### src/rtl/axi_demo_wr_joiner_pkg.sv
// axi_demo_wr_joiner_pkg
//   Shared AXI demo types: address/data/strobe widths and aliases, the
//   write-response encoding, the register-write request record and the
//   joiner FSM state encoding.
package axi_demo_wr_joiner_pkg;

  localparam int AXI_ADDRESS_WIDTH = 32;
  localparam int AXI_DATA_WIDTH    = 32;
  localparam int AXI_STROBE_WIDTH  = AXI_DATA_WIDTH / 8;

  typedef logic [AXI_ADDRESS_WIDTH-1:0] axiAddrT;
  typedef logic [AXI_DATA_WIDTH-1:0]    axiDataT;
  typedef logic [AXI_STROBE_WIDTH-1:0]  axiStrobeT;

  typedef axiAddrT   axiAddrSt;
  typedef axiDataT   axiDataSt;
  typedef axiStrobeT axiStrobeSt;

  typedef enum logic [1:0] {
    OKAY   = 2'b00,
    SLVERR = 2'b10
  } axiRespT;

  typedef struct packed {
    axiAddrT   addr;
    axiDataT   data;
    axiStrobeT strobe;
  } regWrReqSt;

  typedef enum logic [1:0] {
    IDLE,
    ISSUE,
    RESP
  } wrJoinStateT;

  // The register file is word-addressed; byte offset bits are dropped.
  function automatic axiAddrT word_align(input axiAddrT a);
    return {a[AXI_ADDRESS_WIDTH-1:2], 2'b00};
  endfunction

endpackage

### src/rtl/axi_demo_sync_fifo.sv
// axi_demo_sync_fifo
//   Small single-clock FIFO, show-ahead (o_rdata is the current head).
//   Ports:
//     clk, rst      clock, async active-high reset (empties the FIFO)
//     i_push        write request, ignored when full
//     i_wdata       write data
//     i_pop         read request, ignored when empty
//     o_rdata       head entry (valid when !o_empty)
//     o_full        no free entry
//     o_empty       no stored entry
module axi_demo_sync_fifo #(
  parameter int WIDTH = 32,
  parameter int DEPTH = 2
) (
  input  logic             clk,
  input  logic             rst,
  input  logic             i_push,
  input  logic [WIDTH-1:0] i_wdata,
  input  logic             i_pop,
  output logic [WIDTH-1:0] o_rdata,
  output logic             o_full,
  output logic             o_empty
);

  localparam int PW = $clog2(DEPTH);

  // One extra pointer bit separates full from empty when indices match.
  logic [PW:0]      r_wptr, r_rptr;
  logic [WIDTH-1:0] r_mem [DEPTH];
  logic             w_push, w_pop;

  assign o_full  = (r_wptr[PW] != r_rptr[PW]) && (r_wptr[PW-1:0] == r_rptr[PW-1:0]);
  assign o_empty = (r_wptr == r_rptr);
  assign w_push  = i_push && !o_full;
  assign w_pop   = i_pop && !o_empty;
  assign o_rdata = r_mem[r_rptr[PW-1:0]];

  always_ff @(posedge clk or posedge rst) begin
    if (rst) begin
      r_wptr <= '0;
      r_rptr <= '0;
    end else begin
      if (w_push) r_wptr <= r_wptr + 1'b1;
      if (w_pop)  r_rptr <= r_rptr + 1'b1;
    end
  end

  // Storage needs no reset: entries are only read behind the write pointer.
  always_ff @(posedge clk) begin
    if (w_push) r_mem[r_wptr[PW-1:0]] <= i_wdata;
  end

endmodule

### src/rtl/axi_demo_wr_joiner.sv
// axi_demo_wr_joiner
//   Joins independent AXI4-Lite AW and W channels (each buffered in its own
//   FIFO) into single register-write requests and returns one B response per
//   joined pair, in arrival order.
//   Optional build macro: AXIDEMO_WR_ADDR_CHECK_EN -- pairs whose address is
//   >= REG_ADDR_LIMIT are not written and answered with SLVERR.
//   Ports:
//     clk, rst                          clock, async active-high reset
//     aw_valid/aw_ready/aw_addr         write-address channel
//     w_valid/w_ready/w_data/w_strb     write-data channel
//     reg_wr_valid/ready/addr/data/strb register write request
//     b_valid/b_ready/b_resp            write response
module axi_demo_wr_joiner
  import axi_demo_wr_joiner_pkg::*;
#(
  parameter int      AW_DEPTH       = 2,
  parameter int      W_DEPTH        = 2,
  parameter axiAddrT REG_ADDR_LIMIT = 32'h0000_1000
) (
  input  logic       clk,
  input  logic       rst,
  input  logic       aw_valid,
  output logic       aw_ready,
  input  axiAddrSt   aw_addr,
  input  logic       w_valid,
  output logic       w_ready,
  input  axiDataSt   w_data,
  input  axiStrobeSt w_strb,
  output logic       reg_wr_valid,
  input  logic       reg_wr_ready,
  output axiAddrT    reg_wr_addr,
  output axiDataT    reg_wr_data,
  output axiStrobeT  reg_wr_strb,
  output logic       b_valid,
  input  logic       b_ready,
  output logic [1:0] b_resp
);

`ifdef AXIDEMO_WR_ADDR_CHECK_EN
  localparam bit ADDR_CHECK = 1'b1;
`else
  localparam bit ADDR_CHECK = 1'b0;
`endif

  localparam int WW = AXI_STROBE_WIDTH + AXI_DATA_WIDTH;

  logic        w_aw_full, w_aw_empty;
  axiAddrT     w_aw_head;
  logic        w_w_full, w_w_empty;
  logic [WW-1:0] w_w_head;
  logic        w_pop, w_range_err;
  axiStrobeT   w_head_strb;

  wrJoinStateT r_state;
  regWrReqSt   r_req;
  logic        r_wr_valid, r_b_valid;
  axiRespT     r_resp;

  assign aw_ready = !w_aw_full;
  assign w_ready  = !w_w_full;

  axi_demo_sync_fifo #(.WIDTH(AXI_ADDRESS_WIDTH), .DEPTH(AW_DEPTH)) u_aw_fifo (
    .clk     (clk),
    .rst     (rst),
    .i_push  (aw_valid),
    .i_wdata (aw_addr),
    .i_pop   (w_pop),
    .o_rdata (w_aw_head),
    .o_full  (w_aw_full),
    .o_empty (w_aw_empty)
  );

  axi_demo_sync_fifo #(.WIDTH(WW), .DEPTH(W_DEPTH)) u_w_fifo (
    .clk     (clk),
    .rst     (rst),
    .i_push  (w_valid),
    .i_wdata ({w_strb, w_data}),
    .i_pop   (w_pop),
    .o_rdata (w_w_head),
    .o_full  (w_w_full),
    .o_empty (w_w_empty)
  );

  // Both heads leave together, and only while nothing is in flight.
  assign w_pop       = (r_state == IDLE) && !w_aw_empty && !w_w_empty;
  assign w_head_strb = w_w_head[WW-1:AXI_DATA_WIDTH];
  // Range check on the raw byte address; constant-false when disabled.
  assign w_range_err = ADDR_CHECK && (w_aw_head >= REG_ADDR_LIMIT);

  always_ff @(posedge clk or posedge rst) begin
    if (rst) begin
      r_state    <= IDLE;
      r_req      <= '0;
      r_wr_valid <= 1'b0;
      r_b_valid  <= 1'b0;
      r_resp     <= OKAY;
    end else begin
      case (r_state)
        IDLE: begin
          if (w_pop) begin
            r_req.addr   <= word_align(w_aw_head);
            r_req.data   <= w_w_head[AXI_DATA_WIDTH-1:0];
            r_req.strobe <= w_head_strb;
            if (w_range_err) begin
              r_b_valid <= 1'b1;
              r_resp    <= SLVERR;
              r_state   <= RESP;
            end else if (w_head_strb == '0) begin
              // Nothing to write: acknowledge without touching the register file.
              r_b_valid <= 1'b1;
              r_resp    <= OKAY;
              r_state   <= RESP;
            end else begin
              r_wr_valid <= 1'b1;
              r_state    <= ISSUE;
            end
          end
        end
        ISSUE: begin
          if (reg_wr_ready) begin
            r_wr_valid <= 1'b0;
            r_b_valid  <= 1'b1;
            r_resp     <= OKAY;
            r_state    <= RESP;
          end
        end
        RESP: begin
          if (b_ready) begin
            r_b_valid <= 1'b0;
            r_state   <= IDLE;
          end
        end
        default: r_state <= IDLE;
      endcase
    end
  end

  assign reg_wr_valid = r_wr_valid;
  assign reg_wr_addr  = r_req.addr;
  assign reg_wr_data  = r_req.data;
  assign reg_wr_strb  = r_req.strobe;
  assign b_valid      = r_b_valid;
  assign b_resp       = r_resp;

endmodule

### config.mk
export PLATFORM = sky130hd
export DESIGN_NAME = axi_demo_wr_joiner
export DESIGN_NICKNAME = d
export VERILOG_FILES = /design/src/rtl/axi_demo_wr_joiner_pkg.sv /design/src/rtl/axi_demo_sync_fifo.sv /design/src/rtl/axi_demo_wr_joiner.sv
export SDC_FILE = /design/constraint.sdc
export NUM_CORES = 1
export LEC_CHECK = 0
export BUFFER_PORTS_ARGS = -buffer_cell sky130_fd_sc_hd__buf_2
export CAP_MARGIN = 20
export CORE_UTILIZATION = 55
export DETAILED_ROUTE_END_ITERATION = 16
export GPL_TIMING_DRIVEN = 1
export PLACE_DENSITY = 0.79
export SLEW_MARGIN = 10
export SYNTH_ARGS = -nofsm -noshare
export SYNTH_HDL_FRONTEND = slang
export SYNTH_SLANG_ARGS = --single-unit
### constraint.sdc
create_clock -name clk -period 3.21 [get_ports clk]
set_input_delay 0.642 -clock clk [delete_from_list [all_inputs] [get_ports clk]]
set_output_delay 0.642 -clock clk [all_outputs]
set_load 0.05 [all_outputs]
==> results.tsv <==
metric	value	unit
detail_route.wirelength	13900	um
core_area	13400	um^2
grt_first_pass_wirelength	22100	um
timing.reg2reg.worst_path_depth	5	
post-route-drc-count	0	
path_max_fanout	4	
post-dp-hpwl	8940	um
antenna_violating_nets_post_route	0	
cts_buffer_depth	3	
final_layout_size_suffix_gt1_frac	0.289	
tritoncts	done	
critical_path.endpoint_type	primary output	
synth_sequential_area_ratio	0.775	
r2r_start	u_aw_fifo.r_wptr[0]$_DFFE_PP0N_	
die_area	14300	um^2
yosys.area_share.xor_xnor	0.0138	
main_combinational_cell_family_by_area_after_synthesis	multiplexers	
netlist.top_cell.by_area	edfxtp_1	
design.portCount	148	
maxSlewViolCount	0	
synth.area.top_cells	edfxtp_1, dfrtp_1, mux2i_1	
synthesized_area_fraction_occupied_by_and_or_nand_nor_cells	0.0453	
grt_overflow	0	
fin_worst_skew	0.00681	ns
grt_use_total	0.200	
fp-row-count	42	
vias	4261	
max_slew.worst_pin.slew	0.953	ns
setup.worst_path.class	reg2out	
finalWeightedCongestion	0.763	
yosysWarnings	0	
worst_r2r_endpoint	reg_wr_data[16]$_DFFE_PP0P_	
first_global_vias	4371	
clkLatencyLatePin	0.48	ns
detail_route.wl_per_cell	17.0	um
floorplan.die.height	120	um
post_synth_fa_ha_maj_area_fraction	0	
main_synth_ff_type	edfxtp_1	
multiplexer_share_of_the_synthesized_area	0.0866	
postSynthRegisterBits	210	
synth.most_common_cell	edfxtp_1	
post_synth_instance_area	7630	um^2
clockRootBuffer	clkbuf_16	
via_density	5.22	
ff_latch_area	5920	um^2
grt_setup_unrepaired	false	
run_status	finished, final reports clean	
required	2.57	ns
cp_data_arrival_time	1.66	ns
number_of_antenna_violations_at_the_first_check_in_global_routing	0	
post_synth.cell_area_avg	15.9	um^2
synth_edf_count	132	
drt_pre_antenna_iters	4	
totalNegativeSetupSlack	0	ns
grt_max_degree	85	
drt_first_iter_violations	246	
area_share_of_the_leading_cell_type_in_the_synthesized_netlist	0.520	
hold_buffer_count_at_cts	0	
antenna_cells_inserted	0	
timing.max_cap.violations	0	
synthArstFlopShare	0.371	
layout_min_cycle_time	2.30	ns
synth_compound_area_frac	0.0543	
multi_input_logic_area	1570	um^2
netlist-cell-type-count	29	
start_kind	flip-flop	
cts_htree_levels	1	
yosys-top-cells-count	edfxtp_1, dfrtp_1, nand2_1	
achievable-frequency	0.434	GHz
tritoncts.num_buffers	21	
post-route-period-util	0.717	
final.hold.worst_slack	0.271	ns
finish.net_count	701	
cts.sinks	210	
finalHoldViolCount	0	
count_of_port_buffers_added_during_placement	141	
worst-r2r-setup-slack	0.91	ns
die_x	120	um
clk_transition_reported_paths	0.06	ns
max_slew_margin	0.365	
initial_core_util	0.569	
netlist_instances	480	
setup_bufs_post_cts	0	
syn2layout_area_growth	19.8	%
cts.repair.resized	0	
fillers	929	
worstHoldPathType	in2async	
setup_viol	0	
cells by family after synthesis:
group                     Yosys count
muxes                              66
xor gates and xnor gates           12
other                               1
and+or+nand+nor                    84
DFF                               210
buffers and inverters              31
AOI/OAI and AO/OA                  76
through the flow:
step / cells / cell area, um^2 / util / setup WS, ns
after detailed placement: 780 / 8500 / 0.634 / 0.916
after global placement: 780 / 8500 / 0.634 / 1.01
final: 817 / 9140 / 0.682 / 0.908
after floorplan: 483 / 7640 / - / 0.255
after CTS: 817 / 9140 / 0.682 / 0.894
after global routing: 817 / 9140 / 0.682 / 0.682
worst max-delay path by stage:
stage,startpoint,end,slack (ns),cells after the start
global route,u_aw_fifo.r_wptr[0]$_DFFE_PP0N_,reg_wr_data[16]$_DFFE_PP0P_,0.68,5
floorplan,u_aw_fifo.r_rptr[1]$_DFFE_PP0P_,u_aw_fifo.r_mem[0][10]$_DFFE_PP_,0.26,4
global placement,u_w_fifo.r_rptr[1]$_DFFE_PP0P_,u_w_fifo.r_mem[0][17]$_DFFE_PP_,1.01,5
CTS,u_aw_fifo.r_wptr[0]$_DFFE_PP0N_,reg_wr_data[16]$_DFFE_PP0P_,0.89,5
detailed placement,u_aw_fifo.r_wptr[0]$_DFFE_PP0N_,reg_wr_data[21]$_DFFE_PP0P_,0.92,5
finish,u_aw_fifo.r_wptr[0]$_DFFE_PP0N_,aw_ready,0.91,3
routing by layer:
metal	share of wire	global-route usage	wire length (um)
met5	0	0	0
met4	0.026	0.0609	366
met3	0.051	0.0375	709
met2	0.51	0.352	7070
met1	0.41	0.253	5750
sequential cells by signal, summed over array words and instances, names as in the netlist:
| name | cells |
|---|---|
| u_w_fifo.r_mem | 72 |
| u_aw_fifo.r_mem | 60 |
| reg_wr_data | 32 |
| reg_wr_addr | 30 |
| reg_wr_strb | 4 |
| r_state | 2 |
| u_aw_fifo.r_rptr | 2 |
| u_aw_fifo.r_wptr | 2 |
| u_w_fifo.r_rptr | 2 |
| u_w_fifo.r_wptr | 2 |
| b_valid | 1 |
| reg_wr_valid | 1 |
area by class of cell:
class / instances / area share
clock inverter: 3 / 0.00411
sequential: 210 / 0.648
multi-input combinational: 242 / 0.172
inverter: 3 / 0.00137
clock buffer: 34 / 0.0661
tap: 176 / 0.0241
timing repair buffer: 149 / 0.0851
worst max-delay path, cell delays in order (launching register included):
cell and delay (ns):
dfrtp_1 0.45, xnor2_1 0.34, nand2b_1 0.16, buf_2 0.24
cell usage in the layout, fill, tap and decap left out:
| master | n |
|---|---|
| buf_2 | 141 |
| nor2_1 | 2 |
| a221o_4 | 1 |
| or2_2 | 1 |
| o211ai_1 | 1 |
| clkbuf_16 | 21 |
| nand2b_1 | 2 |
| o21ai_1 | 40 |
| nor2_4 | 2 |
| dfrtp_2 | 2 |
| dfrtp_1 | 76 |
| and3_2 | 2 |
| nand3_1 | 2 |
| buf_12 | 1 |
| buf_4 | 7 |
| a211oi_1 | 1 |
| o22ai_2 | 1 |
| clkinv_1 | 2 |
| or4_1 | 1 |
| clkbuf_8 | 3 |
| conb_1 | 4 |
| a22oi_1 | 1 |
| or4b_1 | 1 |
| xnor2_1 | 8 |
| o32ai_1 | 1 |
| o21ai_0 | 29 |
| clkinv_2 | 1 |
| edfxtp_1 | 132 |
| clkbuf_1 | 10 |
| mux2i_1 | 66 |
| bufinv_16 | 1 |
| xor2_1 | 4 |
| nand2_1 | 69 |
| inv_1 | 2 |
| a221oi_2 | 1 |
| and3_1 | 2 |
Power is left out: the tool's default activity adds up to more than one toggle a clock period on the data nets, which glitch-free logic cannot reach.
